File: src/rtl/spi_pkg.sv
// Shared SPI definitions for the controller and peripheral.
// Mode 0 link: SCLK idles low, data sampled on the rising edge.
package spi_pkg;

  localparam int SPI_WORD_BITS = 8;
  localparam int SPI_CNT_W     = $clog2(SPI_WORD_BITS);

  localparam bit SPI_CPOL = 1'b0;
  localparam bit SPI_CPHA = 1'b0;

  typedef enum logic {
    IDLE   = 1'b0,
    ACTIVE = 1'b1
  } spi_state_e;

endpackage

File: src/rtl/spi_sync.sv
// N-stage synchroniser for one asynchronous input.
// Reset value is chosen per instance to match the idle level.
module spi_sync #(
  parameter int   N       = 2,
  parameter logic RST_VAL = 1'b0
) (
  input  logic i_clk,
  input  logic i_rst_n,
  input  logic i_d,
  output logic o_q
);

  logic [N-1:0] ff;

  always_ff @(posedge i_clk or negedge i_rst_n) begin
    if (!i_rst_n) begin
      ff <= {N{RST_VAL}};
    end else begin
      ff <= {ff[N-2:0], i_d};
    end
  end

  assign o_q = ff[N-1];

endmodule

File: src/rtl/spi_peripheral.sv
// SPI mode 0 peripheral: oversampled SCLK/CS_N/MOSI,
// byte RX strobe and single-entry TX holding register.
module spi_peripheral
  import spi_pkg::*;
#(
  parameter int          SYNC_STAGES = 2,
  parameter logic [7:0]  DEFAULT_TX  = 8'h00
) (
  input  logic       i_clk,
  input  logic       i_rst_n,
  input  logic       i_sclk,
  input  logic       i_cs_n,
  input  logic       i_mosi,
  output logic       o_miso,
  output logic       o_miso_oe,
  input  logic [7:0] i_tx_data,
  input  logic       i_tx_valid,
  output logic       o_tx_ready,
  output logic [7:0] o_rx_data,
  output logic       o_rx_valid,
  output logic       o_tx_underrun,
  output logic       o_busy
);

  logic sclk_s, cs_s, mosi_s;
  logic sclk_q, cs_q;

  spi_sync #(.N(SYNC_STAGES), .RST_VAL(1'b0)) u_sync_sclk (
    .i_clk  (i_clk),
    .i_rst_n(i_rst_n),
    .i_d    (i_sclk),
    .o_q    (sclk_s)
  );

  spi_sync #(.N(SYNC_STAGES), .RST_VAL(1'b1)) u_sync_cs (
    .i_clk  (i_clk),
    .i_rst_n(i_rst_n),
    .i_d    (i_cs_n),
    .o_q    (cs_s)
  );

  spi_sync #(.N(SYNC_STAGES), .RST_VAL(1'b0)) u_sync_mosi (
    .i_clk  (i_clk),
    .i_rst_n(i_rst_n),
    .i_d    (i_mosi),
    .o_q    (mosi_s)
  );

  // Reset preloads CS_N high in the chain, so a CS_N held low across
  // reset would look like a fresh select; only arm once real high is seen.
  logic [2:0] flush_cnt;
  logic       flushed;
  logic       armed_q;

  assign flushed = (flush_cnt == 3'(SYNC_STAGES));

  always_ff @(posedge i_clk or negedge i_rst_n) begin
    if (!i_rst_n) begin
      sclk_q    <= 1'b0;
      cs_q      <= 1'b1;
      flush_cnt <= '0;
      armed_q   <= 1'b0;
    end else begin
      sclk_q  <= sclk_s;
      cs_q    <= cs_s;
      armed_q <= armed_q | (flushed & cs_s);
      if (!flushed) begin
        flush_cnt <= flush_cnt + 3'd1;
      end
    end
  end

  logic sclk_rise, sclk_fall;
  logic cs_fall, cs_rise;

  assign sclk_rise = sclk_s & ~sclk_q;
  assign sclk_fall = ~sclk_s & sclk_q;
  assign cs_fall   = armed_q & cs_q & ~cs_s;
  assign cs_rise   = cs_s & ~cs_q;

  spi_state_e state_q, state_d;

  always_comb begin
    state_d = state_q;
    unique case (state_q)
      IDLE:   if (cs_fall) state_d = ACTIVE;
      ACTIVE: if (cs_rise) state_d = IDLE;
    endcase
  end

  logic [SPI_CNT_W-1:0] bit_cnt;
  logic [6:0]           rx_shift;
  logic [7:0]           tx_q, tx_next;
  logic [7:0]           hold_q;
  logic                 hold_full;
  logic                 start, stop, act;
  logic                 rise_ev, fall_ev;
  logic                 load, shift, wr;

  always_comb begin
    start   = (state_q == IDLE) & cs_fall;
    stop    = (state_q == ACTIVE) & cs_rise;
    act     = (state_q == ACTIVE) & ~cs_rise;
    rise_ev = act & sclk_rise;
    fall_ev = act & sclk_fall;
    load    = start | (fall_ev & (bit_cnt == '0));
    shift   = fall_ev & (bit_cnt != '0);
    wr      = i_tx_valid & ~hold_full;
  end

  always_comb begin
    tx_next = tx_q;
    unique case (1'b1)
      load:    tx_next = hold_full ? hold_q : DEFAULT_TX;
      shift:   tx_next = {tx_q[6:0], 1'b0};
      default: tx_next = tx_q;
    endcase
  end

  logic       miso_q, oe_q;
  logic [7:0] rx_data_q;
  logic       rx_valid_q, underrun_q;

  always_ff @(posedge i_clk or negedge i_rst_n) begin
    if (!i_rst_n) begin
      state_q    <= IDLE;
      bit_cnt    <= '0;
      rx_shift   <= '0;
      tx_q       <= '0;
      hold_q     <= '0;
      hold_full  <= 1'b0;
      miso_q     <= 1'b0;
      oe_q       <= 1'b0;
      rx_data_q  <= '0;
      rx_valid_q <= 1'b0;
      underrun_q <= 1'b0;
    end else begin
      state_q    <= state_d;
      tx_q       <= tx_next;
      miso_q     <= (state_d == ACTIVE) & tx_next[7];
      oe_q       <= (state_d == ACTIVE);
      underrun_q <= load & ~hold_full;
      rx_valid_q <= rise_ev & (bit_cnt == SPI_CNT_W'(7));
      hold_full  <= wr | (hold_full & ~load);
      if (wr) begin
        hold_q <= i_tx_data;
      end
      if (start | stop) begin
        bit_cnt <= '0;
      end else if (rise_ev) begin
        bit_cnt <= bit_cnt + SPI_CNT_W'(1);
      end
      if (rise_ev) begin
        rx_shift <= {rx_shift[5:0], mosi_s};
      end
      if (rise_ev && bit_cnt == SPI_CNT_W'(7)) begin
        rx_data_q <= {rx_shift, mosi_s};
      end
    end
  end

  assign o_miso        = miso_q;
  assign o_miso_oe     = oe_q;
  assign o_tx_ready    = ~hold_full;
  assign o_rx_data     = rx_data_q;
  assign o_rx_valid    = rx_valid_q;
  assign o_tx_underrun = underrun_q;
  assign o_busy        = (state_q == ACTIVE);

endmodule
File: config.mk
export PLATFORM = sky130hd
export DESIGN_NAME = spi_peripheral
export DESIGN_NICKNAME = d
export VERILOG_FILES = /design/src/rtl/spi_pkg.sv /design/src/rtl/spi_sync.sv /design/src/rtl/spi_peripheral.sv
export SDC_FILE = /design/constraint.sdc
export NUM_CORES = 1
export LEC_CHECK = 0
export CAP_MARGIN = 15
export CELL_PAD_IN_SITES_DETAIL_PLACEMENT = 0
export CELL_PAD_IN_SITES_GLOBAL_PLACEMENT = 1
export CORE_AREA = 10 10 84 86
export CTS_CLUSTER_DIAMETER = 120
export DETAILED_ROUTE_END_ITERATION = 10
export DIE_AREA = 0 0 94 96
export GPL_TIMING_DRIVEN = 0
export PLACE_DENSITY = 0.82
export SLEW_MARGIN = 30
export SYNTH_ARGS = -nofsm -noshare
export SYNTH_HDL_FRONTEND = slang
export SYNTH_HIERARCHICAL = 1
export SYNTH_SLANG_ARGS = --single-unit
File: constraint.sdc
create_clock -name i_clk -period 1.6 [get_ports i_clk]
set_clock_uncertainty 0.2 [all_clocks]
set_input_delay 0.16 -clock i_clk [delete_from_list [all_inputs] [get_ports i_clk]]
set_output_delay 0.16 -clock i_clk [all_outputs]
set_load 0.02 [all_outputs]
==> After elaboration in Yosys (flattened, before gate mapping) <==
Cells that the tools add are included.
{ "classes": {"bitwise": 30, "add_sub_neg": 2, "reduce_logical": 5, "muxes": 7, "n_eq_ne": 2} }
{ "op_table": {"columns": ["op", "count"], "rows": [
  ["$and 1x1->1", 18],
  ["$pmux 8 s2", 1],
  ["$mux 8", 1],
  ["$not 1->1", 8],
  ["$add 3x1->3 const B", 2],
  ["$mux 3", 2],
  ["$or 1x1->1", 4],
  ["$reduce_bool 2->1", 2],
  ["$eq 3x2->1 const B", 1],
  ["$eq 3x3->1 const B", 1],
  ["$logic_not 3->1", 1],
  ["$reduce_bool 3->1", 1],
  ["$mux 1", 2],
  ["$pmux 1 s2", 1],
  ["$logic_and 1x1->1", 1]
]} }
{ "totals": {"word_cells": 64, "in_bits": 14, "output_inout_bits": 14, "reg_bits": 51} }

==> Longest topological paths before layout <==
Gate-level depths: netlist of the first run.
{ "depth": {"ltp_word": 10, "ltp_mapped": 6, "depth_no_buf": 6} }

==> By module <==
Netlist of the first run, hierarchy kept.
{ "modules_own_cells": {"columns": ["mod", "area_each_um2", "cells_each", "n_inst"], "rows": [
  ["spi_peripheral", 1934.4, 145, 1],
  ["spi_sync (u_sync_mosi ...)", 50.0, 2, 2],
  ["spi_sync (u_sync_cs)", 52.6, 2, 1]
]} }

==> Worst setup path after synthesis of the first run <==
OpenSTA, ideal clock, no wires.
{ "synth_timing": {"kind": "flip-flop to flip-flop", "from": "register bit_cnt[0]", "to": "register miso_q, in the netlist o_miso", "required_time_ps": 1281, "arrival_ps": 1403, "stages_incl_launch_ff": 7, "synth_period_minus_slack_ps": 1722, "setup_ps": 119, "setup_slack_ps": -122, "cell_sequence": "dfrtp_1 > inv_1 > ha_1 > nor2b_1 > mux2i_1 > o221ai_2 > and2_1"} }
{ "synth_between": {"elab_chain_cells": 5, "elab_cells_between_ends": 7, "cone_classes": "mux: 1; bitwise: 4; reduce/logical: 2"} }
{ "synth_lines": {"columns": ["item", "line", "text"], "rows": [
  ["start, declared", "spi_peripheral.sv:91", "logic [SPI_CNT_W-1:0] bit_cnt;"],
  ["start signal, assigned", "spi_peripheral.sv:151", "bit_cnt <= bit_cnt + SPI_CNT_W'(1);"],
  ["$logic_not 3->1", "spi_peripheral.sv:106", "load = start | (fall_ev & (bit_cnt == '0));"],
  ["$and 1x1->1", "spi_peripheral.sv:106", null],
  ["$or 1x1->1", "spi_peripheral.sv:106", null],
  ["$pmux 8 s2 *", "spi_peripheral.sv:113", "unique case (1'b1)"],
  ["net tx_next[7]", "spi_peripheral.sv:93", "logic [7:0] tx_q, tx_next;"],
  ["$and 1x1->1 *", "spi_peripheral.sv:140", "miso_q <= (state_d == ACTIVE) & tx_next[7];"],
  ["end signal, assigned", "spi_peripheral.sv:140", null],
  ["end, declared", "spi_peripheral.sv:120", "logic miso_q, oe_q;"]
]} }
The timed path passes the listed nets; every way through them passes the cells marked *.
A chain may end at the register's enable or synchronous reset.

==> Worst setup path after layout of the first run <==
{ "layout_timing": {"from": "register cs_q", "to": "register rx_data_q[7], in the netlist o_rx_data[7]"} }
{ "layout_between": {"elab_chain_cells": 6} }
{ "layout_lines": {"columns": ["item", "line", "text"], "rows": [
  ["start, declared", "spi_peripheral.sv:26", "logic sclk_q, cs_q;"],
  ["start signal, assigned", "spi_peripheral.sv:65", "cs_q <= cs_s;"],
  ["$not 1->1", "spi_peripheral.sv:79", "assign cs_rise = cs_s & ~cs_q;"],
  ["$and 1x1->1", "spi_peripheral.sv:79", null],
  ["$not 1->1", "spi_peripheral.sv:103", "act = (state_q == ACTIVE) & ~cs_rise;"],
  ["$and 1x1->1", "spi_peripheral.sv:103", null],
  ["$and 1x1->1", "spi_peripheral.sv:104", "rise_ev = act & sclk_rise;"],
  ["$logic_and 1x1->1", "spi_peripheral.sv:156", "if (rise_ev && bit_cnt == SPI_CNT_W'(7)) begin"],
  ["end signal, assigned", "spi_peripheral.sv:157", "rx_data_q <= {rx_shift, mosi_s};"],
  ["end, declared", "spi_peripheral.sv:121", "logic [7:0] rx_data_q;"]
]} }
Every way passes these cells.

==> impl_results.md, run 1 <==
* Status: finished, violations left
* Failing checks: negative setup slack
* Hold EP: u_sync_cs/ff[0]$_DFF_PN1_
* Share of layout cells above drive strength 1 at between 30% and 40%
* Max Root-Sink Buffers at 2
* Worst vdd ir at roughly 0.74 mV
* Worst EP arrival at around 1800 ps
* Hold Path Class: primary input to flop
* Cell Pwr Density at 1335 nW/um^2
* Max Cap Viol at 0
* Reg2Reg Setup Slack at -190 ps
* Synth Cell Area at about 2100 sq um
* Yosys top cell by area: dfrtp_1
* ANT cells at 0
* CTS clk-pin slew, worst paths at ~80 ps
* Max_slew headroom at about 58%
* DRC at 0
* PortBufs at 27
* Yosys top cell area share at ~58%
* Core Util, Final at 51.67%
* RD Place Congestion at between 0.6 and 0.7
* Hold_sp: i_cs_n
* Clock root cell: clkbuf_8
* Initial antenna violation count at 0
* WL final at 3842 um
* P_leak at roughly 0.0013 uW
* Crit end category: flop
* Chip width at around 94 um
* Slew Viols, Final at 0
* Synthesized instance count at 151
* Max Clock Freq at between 0.5 and 0.6 GHz
* Tmin final at about 1800 ps
* Critical Path Source Type: flop
* Dpl hpwl at between 2000 and 2500 um
* Total congestion overflow at 0
* Setup TNS at -2384 ps
* Drt via density at 4.688
* #FFs+latches synth at between 50 and 60
* Clock buffer count from CTS at 5
* Worst-case reg-to-reg path depth at 5
* Antenna viol nets, final at 0
* CTS tree: built
* First-pass DRT Iterations at 4
* Synthesis-to-layout area growth at 33.81%
* Sequential fraction of the synthesis area at 61.33%
* Most used DFF post-synth: dfrtp_1
* Largest stage delay on the critical path at between 500 and 600 ps
* Max stage delay cell, worst path: dfstp_2
* Count of different cell masters after synthesis at 32
* Number of flops mapped to enable cells by yosys at 0
* Nets@finish at roughly 220
* Crit Path Class: flop to flop
* Cell Chain, Critical Path: nand2b_4 -> nand4b_1 -> or2_1 -> buf_6 -> mux2_4
* Hold Vio Cnt, Final at 0
* Synth warn at 6
* Setup ws final at -186.4 ps
* Starting Density at approximately two fifths
* Syn_nets at 170
* Drt initial violations at 59
* Syn avg cell area at ~14 sq um
* Vias in the first global route at approximately 1300
* Commonest cells post-synth: 48 x dfrtp_1, 16 x mux2_2, 11 x nor2_1, 9 x inv_1, 8 x mux2_4
* Worst Max-Slew Pin Slew at about 630 ps
* Routed vias at ~1300
* Clock Sinks at 51
* Pin count of the biggest net entering global routing at between 50 and 60
* Top cells by area, synth: dfrtp_1 58%, mux2_2 8.6%, mux2_4 5.8%, dfstp_2 3.8%, ha_1 3.0%
* CP required at between 1500 and 2000 ps
* RSZ-0062 raised after global routing: true
* Routed len/inst at approximately 14 um
* Die height at between 90 and 100 um
* RR Endpoint: o_rx_data[7]$_DFFE_PN0P_
* H-tree Lvls at 2
* Worst-Skew Late Latency at about 300 ps
* Ys async rst share at 100.0%
* Part of the cycle the worst path needs at 111.7%
* Most numerous cell in the Yosys netlist: dfrtp_1
* Num rows at 27
* Reg2Reg Launch Point: cs_q$_DFF_PN1_
* Total core area at about 5400 sq um
* First-pass GRT wire length at about 6200 um
* DIE AREA at 9024 sq um
* CP max FO at 9
* Final setup viols at 23
* Ports at 28
* Global Route Usage Sum at between 8 and 9%
* Hold Crit Depth at 1
how the worst max path moves through the flow:
| stage | from | to | slack (ps) | cells past startpoint |
|---|---|---|---|---|
| final | cs_q$_DFF_PN1_ | o_rx_data[7]$_DFFE_PN0P_ | -190 | 5 |
| after floorplan | cs_q$_DFF_PN1_ | o_rx_data[0]$_DFFE_PN0P_ | -110 | 5 |
| after global routing | cs_q$_DFF_PN1_ | o_rx_data[6]$_DFFE_PN0P_ | -250 | 5 |
| after CTS | cs_q$_DFF_PN1_ | o_rx_data[7]$_DFFE_PN0P_ | -180 | 5 |
| after global placement | i_rst_n | o_miso_oe$_DFF_PN0_ | -1450 | 1 |
| after detailed placement | bit_cnt[0]$_DFFE_PN0P_ | o_miso$_DFF_PN0_ | -220 | 6 |
layer usage:
metal	vias up	wire length (um)	track usage, %
met3	6	250	4.047
li1	607	-	-
met2	30	1933	13.88
met1	618	1612	9.934
met4	0	46	2.658
met5	-	0	0
sequential cells by signal (all words and copies together), names as in the netlist:
name,flops
armed_q,1
bit_cnt,3
cs_q,1
flush_cnt,3
hold_full,1
hold_q,8
o_miso,1
o_miso_oe,1
o_rx_data,8
o_rx_valid,1
o_tx_underrun,1
rx_shift,7
sclk_q,1
tx_q,8
u_sync_cs/ff,2
u_sync_mosi/ff,2
u_sync_sclk/ff,2
layout make-up:
cell class                 instances  area [sq um]
fill                             480          2613
tap                               72         90.09
inverter                           9         33.78
buffer                             5         50.05
sequential                        51          1281
clock buffer                       6         82.58
timing repair buffer              38         364.1
multi-input combinational         86         855.8
clock inverter                     2         35.03
power by group:
part	total (uW)	internal, uW	switching, uW
Clock	905	506	399
Sequential	1850	1610	246
Combinational	969	549	420
critical path, delay by kind of cell (launching register included):
kind	cells	cell delay (ps)
flops	1	540
simple gates	3	480
mux	1	300
buf+inv	1	150
cells by family (layout without fill, tap and decap cells):
| logic type | after synthesis | in the layout | share of synthesized area [%] |
|---|---|---|---|
| compound gates | 22 | 22 | 7.194 |
| flops | 51 | 51 | 61.33 |
| mux | 27 | 27 | 15.83 |
| simple gates | 30 | 30 | 8.574 |
| fa+ha+maj | 5 | 5 | 2.998 |
| buf+inv | 14 | 60 | 3.237 |
| xor+xnor | 2 | 2 | 0.8395 |
metrics by stage:
stage | instances | hold slack, ps | cell area [sq um] | setup slack [ps] | total power (uW)
finish | 269 | 65.55 | 2793 | -186.4 | 3728
detailed placement | 250 | 24.11 | 2464 | -221.9 | 2632
global placement | 250 | 132.6 | 2466 | -1445 | 2588
floorplan | 151 | -335.6 | 2106 | -109.9 | 2360
CTS | 264 | 52.26 | 2645 | -180.9 | 3576
global route | 269 | 50.15 | 2793 | -245.1 | 3961
layout by cell type, fill, tap and decap left out, types with 2 or more instances in the layout:
master           synthesis  final
dfrtp_1                 48     47
dfstp_2                  3      3
inv_2                    0      2
dlygate4sd2_1            0     12
nor2b_1                  5      3
inv_1                    9      7
nor2_1                  11      7
clkdlybuf4s50_1          0     12
mux2_4                   8      9
nor2_2                   0      2
buf_6                    1      5
a22oi_2                  0      5
and2_1                   2      2
mux2_2                  16     15
nand2_1                  3      3
a21oi_1                  7      5
a21oi_2                  0      2
a21o_1                   3      3
buf_4                    1      9
clkbuf_8                 0      6
nor2_4                   0      2
ha_1                     5      4
mux2i_1                  3      3
timing repair:
action,4_1_cts,5_1_grt
pin swaps,2,12
setup endpoints to repair,42,30
gates resized for setup,24,24
hold endpoints to repair,48,0
setup buffers,4,4
cloned,1,1
hold buffers,1,0
(Power assumes the default switching activity.)
==> run 2, diff against run 1 <==
--- a/config.mk
+++ b/config.mk
@@ -9,7 +9,6 @@
 export CELL_PAD_IN_SITES_DETAIL_PLACEMENT = 0
 export CELL_PAD_IN_SITES_GLOBAL_PLACEMENT = 1
 export CORE_AREA = 10 10 84 86
-export CTS_CLUSTER_DIAMETER = 120
 export DETAILED_ROUTE_END_ITERATION = 10
 export DIE_AREA = 0 0 94 96
 export GPL_TIMING_DRIVEN = 0
==> constraint.sdc (replaced) <==
create_clock -name i_clk -period 1.6 [get_ports i_clk]
set_clock_uncertainty 0.2 [all_clocks]
set_input_delay 0.32 -clock i_clk [delete_from_list [all_inputs] [get_ports i_clk]]
set_output_delay 0.32 -clock i_clk [all_outputs]
set_load 0.02 [all_outputs]
==> run 2 against run 1 <==
- the run still ends with negative setup slack left
- clock power about the same
- power up 0.21%
- flip-flop and latch count unchanged
- first-iteration DRC count down 8.5%
- worst hold slack better by 88 ps
- combinational power about the same
- routed wire length down 0.78%
- highest routed layer unchanged
- critical path depth unchanged
- sequential share of layout area up 0.17 points
- non-clock buffer count unchanged
- maximum frequency down 0.24%
- utilization down 0.14 points
==> impl_results.md, run 2 (synthesis gave the netlist of run 1 again) <==
* Clock root cell: clkbuf_8
* Crit Path Class: flop to flop
* CP max FO at 9 (unchanged)
* Reg area at 1282 sq um (about the same)
* Dpl hpwl at 2489 um (unchanged)
* Nets@finish at 215 (unchanged)
* Post-DP Area at 2464 sq um (unchanged)
* RR Endpoint: o_rx_data[7]$_DFFE_PN0P_
* Internal power at 2666 uW (+0.12%)
* Total power at 3736 uW (+0.21%)
* Cell Pwr Density at 1341 nW/um^2 (+0.48%)
* Worst Max-Slew Pin Slew at 621.2 ps (-7.154 ps)
* Max Cap Viol at 0 (unchanged)
* Commonest non-fill, non-tap cells in the layout: 46 x dfrtp_1, 15 x mux2_2, 12 x clkdlybuf4s50_1
* Commonest non-fill, non-tap cell in the layout: dfrtp_1
* Total congestion overflow at 0 (unchanged)
* Max stage delay cell, worst path: dfstp_2
* Clock buffer count from CTS at 5 (unchanged)
* Hold Crit Depth at 0 (-1)
* Hold Vio Cnt, Final at 0 (unchanged)
* Hold Path Class: flop to flop
* Setup ws final at -190.7 ps (-4.289 ps)
* Comb pwr share at 26.0% (about the same)
* Sequential Power Share at 49.8% (about the same)
* CTS clk-pin slew, worst paths at 80 ps (about the same)
* Worst-case reg-to-reg path depth at 5 (unchanged)
* Max Clock Freq at 0.5584 GHz (-0.24%)
* Cell Chain, Critical Path: nand2b_4 -> nand4b_1 -> or2_1 -> buf_6 -> mux2_4
* Area of the multi-input gates at 855.8 sq um (unchanged)
* Worst EP arrival at 1780 ps (about the same)
* WL final at 3812 um (-0.78%)
* Worst-Skew Late Latency at 300 ps (about the same)
* Layout filler cell count at 479 (-0.21%)
* Slew Viols, Final at 0 (unchanged)
* Starting Density at 38.61% (unchanged)
* Pin count of the biggest net entering global routing at 52 (unchanged)
* Pre-CTS setup slack at -221.9 ps (unchanged)
* Routed vias at 1249 (-0.95%)
* First-pass GRT wire length at 6141 um (-0.21%)
* RD Place Congestion at 0.6948 (unchanged)
* First-pass DRT Iterations at 4 (unchanged)
* NetSw at 1070 uW (+0.43%)
* Global Route Usage Sum at 8.550% (-0.033 points)
* Max Root-Sink Buffers at 2 (unchanged)
* Die height at 96 um (unchanged)
* Crit end category: flop
* P_leak at 0.001337 uW (-0.24%)
* CTS tree: built
* Vias in the first global route at 1354 (+0.82%)
* RSZ-0062 raised after global routing: true
* Clock power frac at 24.2% (about the same)
* Largest stage delay on the critical path at 540 ps (about the same)
* Share of layout cells above drive strength 1 at 41.12% (+1.5 points)
* PortBufs at 27 (unchanged)
* Tmin final at 1791 ps (+4.289 ps)
* Ports at 28 (unchanged)
* Routed len/inst at 14.17 um (-0.78%)
* Final Cell Area at 2785 sq um (-0.27%)
* ANT cells at 0 (unchanged)
* Core Util, Final at 51.53% (-0.14 points)
* Reg2Reg Setup Slack at -190 ps (about the same)
* Clock Sinks at 51 (unchanged)
* Max_slew headroom at 58.58% (+0.48 points)
* Net Sw Frac at 28.64% (+0.063 points)
* Critical Path Source Type: flop
* Worst vdd ir at 0.7413 mV (-0.23%)
* Reg2Reg Launch Point: cs_q$_DFF_PN1_
* Drt initial violations at 54 (-8.5%)
* Part of the cycle the worst path needs at 111.9% (+0.27 points)
* DIE AREA at 9024 sq um (unchanged)
* Antenna viol nets, final at 0 (unchanged)
* Synthesis-to-layout area growth at 33.45%
* Final setup viols at 23 (unchanged)
* Origin of the worst setup path: cs_q$_DFF_PN1_
* Failing checks: negative setup slack
* Total core area at 5405 sq um (unchanged)
* Initial antenna violation count at 0 (unchanged)
* DRC at 0 (unchanged)
* Num rows at 27 (unchanged)
* Status: finished, violations left
* CP required at 1590 ps (about the same)
* Chip width at 94 um (unchanged)
* H-tree Lvls at 2 (unchanged)
* Worst Setup EP: o_rx_data[7]$_DFFE_PN0P_
* Drt via density at 4.643 (-0.95%)
run 2: repair_timing:
action | in CTS | in global routing
buffers inserted | 5 | 3
endpoints found under the hold margin | 48 | 0
gates resized for setup | 28 | 25
hold buffers | 1 | 0
pin swaps | 2 | 10
gates cloned | 1 | 1
endpoints found under the setup margin | 42 | 31
run 2: power by group through the flow:
stage	Sequential, uW	Combinational [uW]	Clock (uW)
2_1_floorplan	1790	574	0
3_3_place_gp	1820	765	0
3_5_place_dp	1840	795	0
4_1_cts	1810	818	942
5_1_grt	1900	1060	996
6_report	1860	971	906
run 2: worst min path at each step:
stage | startpoint | to | slack (ps)
2_1_floorplan | i_rst_n | armed_q$_DFF_PN0_ | -180
5_1_grt | u_sync_sclk/ff[0]$_DFF_PN0_ | u_sync_sclk/ff[1]$_DFF_PN0_ | 160
3_5_place_dp | u_sync_sclk/ff[0]$_DFF_PN0_ | u_sync_sclk/ff[1]$_DFF_PN0_ | 140
3_3_place_gp | u_sync_mosi/ff[0]$_DFF_PN0_ | u_sync_mosi/ff[1]$_DFF_PN0_ | 130
6_report | u_sync_sclk/ff[0]$_DFF_PN0_ | u_sync_sclk/ff[1]$_DFF_PN0_ | 150
4_1_cts | u_sync_sclk/ff[0]$_DFF_PN0_ | u_sync_sclk/ff[1]$_DFF_PN0_ | 160
run 2: area by class of cell:
cell class,instances,share of cell area (%)
Buffer,5,1.797
Multi-Input combinational cell,86,30.73
Tap cell,72,3.235
Sequential cell,51,46.05
Timing Repair Buffer,38,12.76
Clock buffer,6,2.965
Clock inverter,2,1.258
Inverter,9,1.213
run 2: routing by layer:
metal / global-route usage, % / routed length [um] / vias to the layer above
li1: - / - / 606
met1: 9.792 / 1621 / 608
met2: 14.06 / 1886 / 31
met3: 3.891 / 254 / 4
met4: 2.658 / 49 / 0
met5: 0 / 0 / -
run 2: worst max-delay path, delay by kind of cell (launching register included):
kind	cells	cell delay [ps]
flip-flops	1	540
multiplexers	1	300
buffers and inverters	1	150
AND/OR/NAND/NOR	3	480
run 2: stage by stage:
| stage | hold WS [ps] | std cells | setup TNS (ps) |
|---|---|---|---|
| after floorplan | -175.6 | 151 | -1014 |
| after global placement | 132.6 | 250 | -75600 |
| after detailed placement | 137.8 | 250 | -5169 |
| after CTS | 158.5 | 265 | -2645 |
| after global routing | 161.5 | 269 | -4337 |
| final | 153.7 | 269 | -2482 |
==> run 3, diff against run 2 <==
--- a/config.mk
+++ b/config.mk
@@ -5,6 +5,7 @@
 export SDC_FILE = /design/constraint.sdc
 export NUM_CORES = 1
 export LEC_CHECK = 0
+export ABC_CLOCK_PERIOD_IN_PS = 1600
 export CAP_MARGIN = 15
 export CELL_PAD_IN_SITES_DETAIL_PLACEMENT = 0
 export CELL_PAD_IN_SITES_GLOBAL_PLACEMENT = 1
==> constraint.sdc (replaced) <==
create_clock -name i_clk -period 1.6 [get_ports i_clk]
set_clock_uncertainty 0.2 [all_clocks]
set_input_delay 0.32 -clock i_clk [delete_from_list [all_inputs] [get_ports i_clk]]
set_output_delay 0.32 -clock i_clk [all_outputs]
set_load 0.005 [all_outputs]
==> run 3 against run 2 <==
- the run still ends with negative setup slack left
- power down 0.64%
- critical endpoint is now o_rx_data[0]$_DFFE_PN0P_
- die area unchanged
- non-clock buffer count up 12
- routed wire length down 1.3%
- critical path type unchanged
==> impl_results.md, run 3 (synthesis gave the netlist of run 1 again) <==
* Worst EP arrival at 1780 ps (about the same)
* Largest stage delay on the critical path at 540 ps (about the same)
* Setup ws final at -195.4 ps (-4.737 ps)
* Drt via density at 4.737 (+2.0%)
* Drt initial violations at 36 (-33%)
* First-pass DRT Iterations at 4 (unchanged)
* Placed cell count at 250 (unchanged)
* H-tree Lvls at 2 (unchanged)
* Chip width at 94 um (unchanged)
* Worst-Skew Late Latency at 300 ps (about the same)
* WL final at 3761 um (-1.3%)
* Final cell count without fillers at 281 (+4.5%)
* CP max FO at 9 (unchanged)
* RD Place Congestion at 0.7039 (+1.3%)
* Tmin final at 1795 ps (+4.737 ps)
* P_leak at 0.001420 uW (+6.2%)
* RSZ-0062 raised after global routing: true
* Max_slew headroom at 58.33% (-0.26 points)
* Total congestion overflow at 0 (unchanged)
* Worst vdd ir at 0.7953 mV (+7.3%)
* Reg area at 1282 sq um (unchanged)
* Global Route Usage Sum at 8.853% (+0.30 points)
* Final setup viols at 25 (+8.7%)
* Share of layout cells above drive strength 1 at 43.06% (+1.9 points)
* CTS clk-pin slew, worst paths at 90 ps (about the same)
* ANT cells at 0 (unchanged)
* Starting Density at 38.61% (unchanged)
* PortBufs at 27 (unchanged)
* Failing checks: negative setup slack
* Commonest non-fill, non-tap cells in the layout: 46 x dfrtp_1, 18 x buf_4
* Total core area at 5405 sq um (unchanged)
* Internal power at 2704 uW (+1.4%)
* Cell Pwr Density at 1281 nW/um^2 (-4.5%)
* Commonest non-fill, non-tap cell in the layout: dfrtp_1
* Hold Path Class: flop to flop
* Num rows at 27 (unchanged)
* Max Cap Viol at 0 (unchanged)
* Clock Sinks at 51 (unchanged)
* Worst Max-Slew Pin Slew at 625.1 ps (+3.868 ps)
* Sequential Power Share at 49.0% (-0.8 points)
* DRC at 0 (unchanged)
* Layout filler cell count at 493 (+2.9%)
* Cell Chain, Critical Path: nand2b_4 -> nand4b_1 -> or2_1 -> buf_6 -> mux2_4
* Slew Viols, Final at 0 (unchanged)
* First-pass GRT wire length at 6410 um (+4.4%)
* Core Util, Final at 53.59% (+2.1 points)
* Comb pwr share at 26.2% (+0.2 points)
* Nets@finish at 227 (+5.6%)
* Initial antenna violation count at 0 (unchanged)
* Pin count of the biggest net entering global routing at 52 (unchanged)
* CP required at 1590 ps (about the same)
* Routed len/inst at 13.38 um (-5.6%)
* Antenna viol nets, final at 0 (unchanged)
* Crit end category: flop
* Status: finished, violations left
* CP bufs+invs at 1 (unchanged)
* CTS tree: built
* Area of the multi-input gates at 853.3 sq um (-0.29%)
* Max stage delay cell, worst path: dfstp_2
* NetSw at 1008 uW (-5.8%)
* Clock power frac at 24.7% (+0.5 points)
* Max Root-Sink Buffers at 2 (unchanged)
* Ports at 28 (unchanged)
* DIE AREA at 9024 sq um (unchanged)
* Clock root cell: clkbuf_8
* Hold Vio Cnt, Final at 0 (unchanged)
* Crit Path Class: flop to flop
* Die height at 96 um (unchanged)
* Setup TNS at -2986 ps (-504.0 ps)
* Synthesis-to-layout area growth at 38.79%
* Max Clock Freq at 0.5570 GHz (-0.26%)
* Dpl hpwl at 2376 um (-4.5%)
* Part of the cycle the worst path needs at 112.2% (+0.30 points)
* Routed vias at 1331 (+6.6%)
* CP top delay family: flip-flops
* Critical Path Source Type: flop
* Net Sw Frac at 27.15% (-1.5 points)
* Clock buffer count from CTS at 5 (unchanged)
* Vias in the first global route at 1399 (+3.3%)
-- run 3: changes by cell type in the layout (fill, tap and decap cells not counted), sizes merged --
| cell | before | now |
|---|---|---|
| buf | 17 | 28 |
| dlygate4sd2 | 11 | 12 |
-- run 3: cell type report --
type	count	area share, %
buffer	5	1.944
tap	72	3.110
multi-input combinational	86	29.46
sequential	51	44.28
inverter	9	1.166
clock buffer	6	2.851
timing repair buffer	50	15.98
clock inverter	2	1.210
-- run 3: path summary, 6_finish.rpt --
kind | start | endpoint | slack [ps] | cells after the start
worst max-delay path | cs_q$_DFF_PN1_ | o_rx_data[0]$_DFFE_PN0P_ | -200 | 5
worst max register to register | cs_q$_DFF_PN1_ | o_rx_data[0]$_DFFE_PN0P_ | -200 | 5
worst min-delay path | u_sync_mosi/ff[0]$_DFF_PN0_ | u_sync_mosi/ff[1]$_DFF_PN0_ | 160 | 0
max in group asynchronous | i_rst_n | o_miso_oe$_DFF_PN0_ | 370 | 2
worst min register to register | u_sync_mosi/ff[0]$_DFF_PN0_ | u_sync_mosi/ff[1]$_DFF_PN0_ | 160 | 0
min in group asynchronous | i_rst_n | hold_q[3]$_DFFE_PN0P_ | 360 | 2
-- run 3: per-stage QoR --
| stage | total power [uW] | cell area [sq um] | hold WS [ps] | worst slack [ps] |
|---|---|---|---|---|
| 6_report | 3712 | 2897 | 155.2 | -195.4 |
| 3_5_place_dp | 2585 | 2462 | 137.1 | -212.1 |
| 5_1_grt | 3927 | 2897 | 168.2 | -248.2 |
| 2_1_floorplan | 2326 | 2105 | -175.6 | -110.3 |
| 4_1_cts | 3571 | 2736 | 156.8 | -180.5 |
| 3_3_place_gp | 2556 | 2465 | 132.5 | -1450 |
-- run 3: worst reg2reg max path: stages (launching register included) --
cell	delay, ps
dfstp_2	540
nand2b_4	110
nand4b_1	120
or2_1	270
buf_6	160
mux2_4	300
-- run 3: timing repair --
item                                    4_1_cts  5_1_grt
pin swaps                                     0        5
setup buffers                                16        5
gates cloned                                  1        1
endpoints found under the hold margin        48        0
hold buffers                                  1        0
endpoints found under the setup margin       42       38
resized for setup                            27       28
-- run 3: power by group through the flow --
stage	Clock (uW)	Combinational [uW]	Sequential (uW)
2_1_floorplan	0	556	1770
3_3_place_gp	0	736	1820
3_5_place_dp	0	755	1830
4_1_cts	944	836	1790
5_1_grt	991	1070	1860
6_report	918	974	1820
-- run 3: routing by layer --
metal / GRT usage [%] / routed length, um / up-vias
met1: 10.42 / 1661 / 659
met2: 14.23 / 1827 / 28
li1: - / - / 638
met4: 3.165 / 49 / 0
met3: 3.735 / 222 / 6
met5: 0 / 0 / -
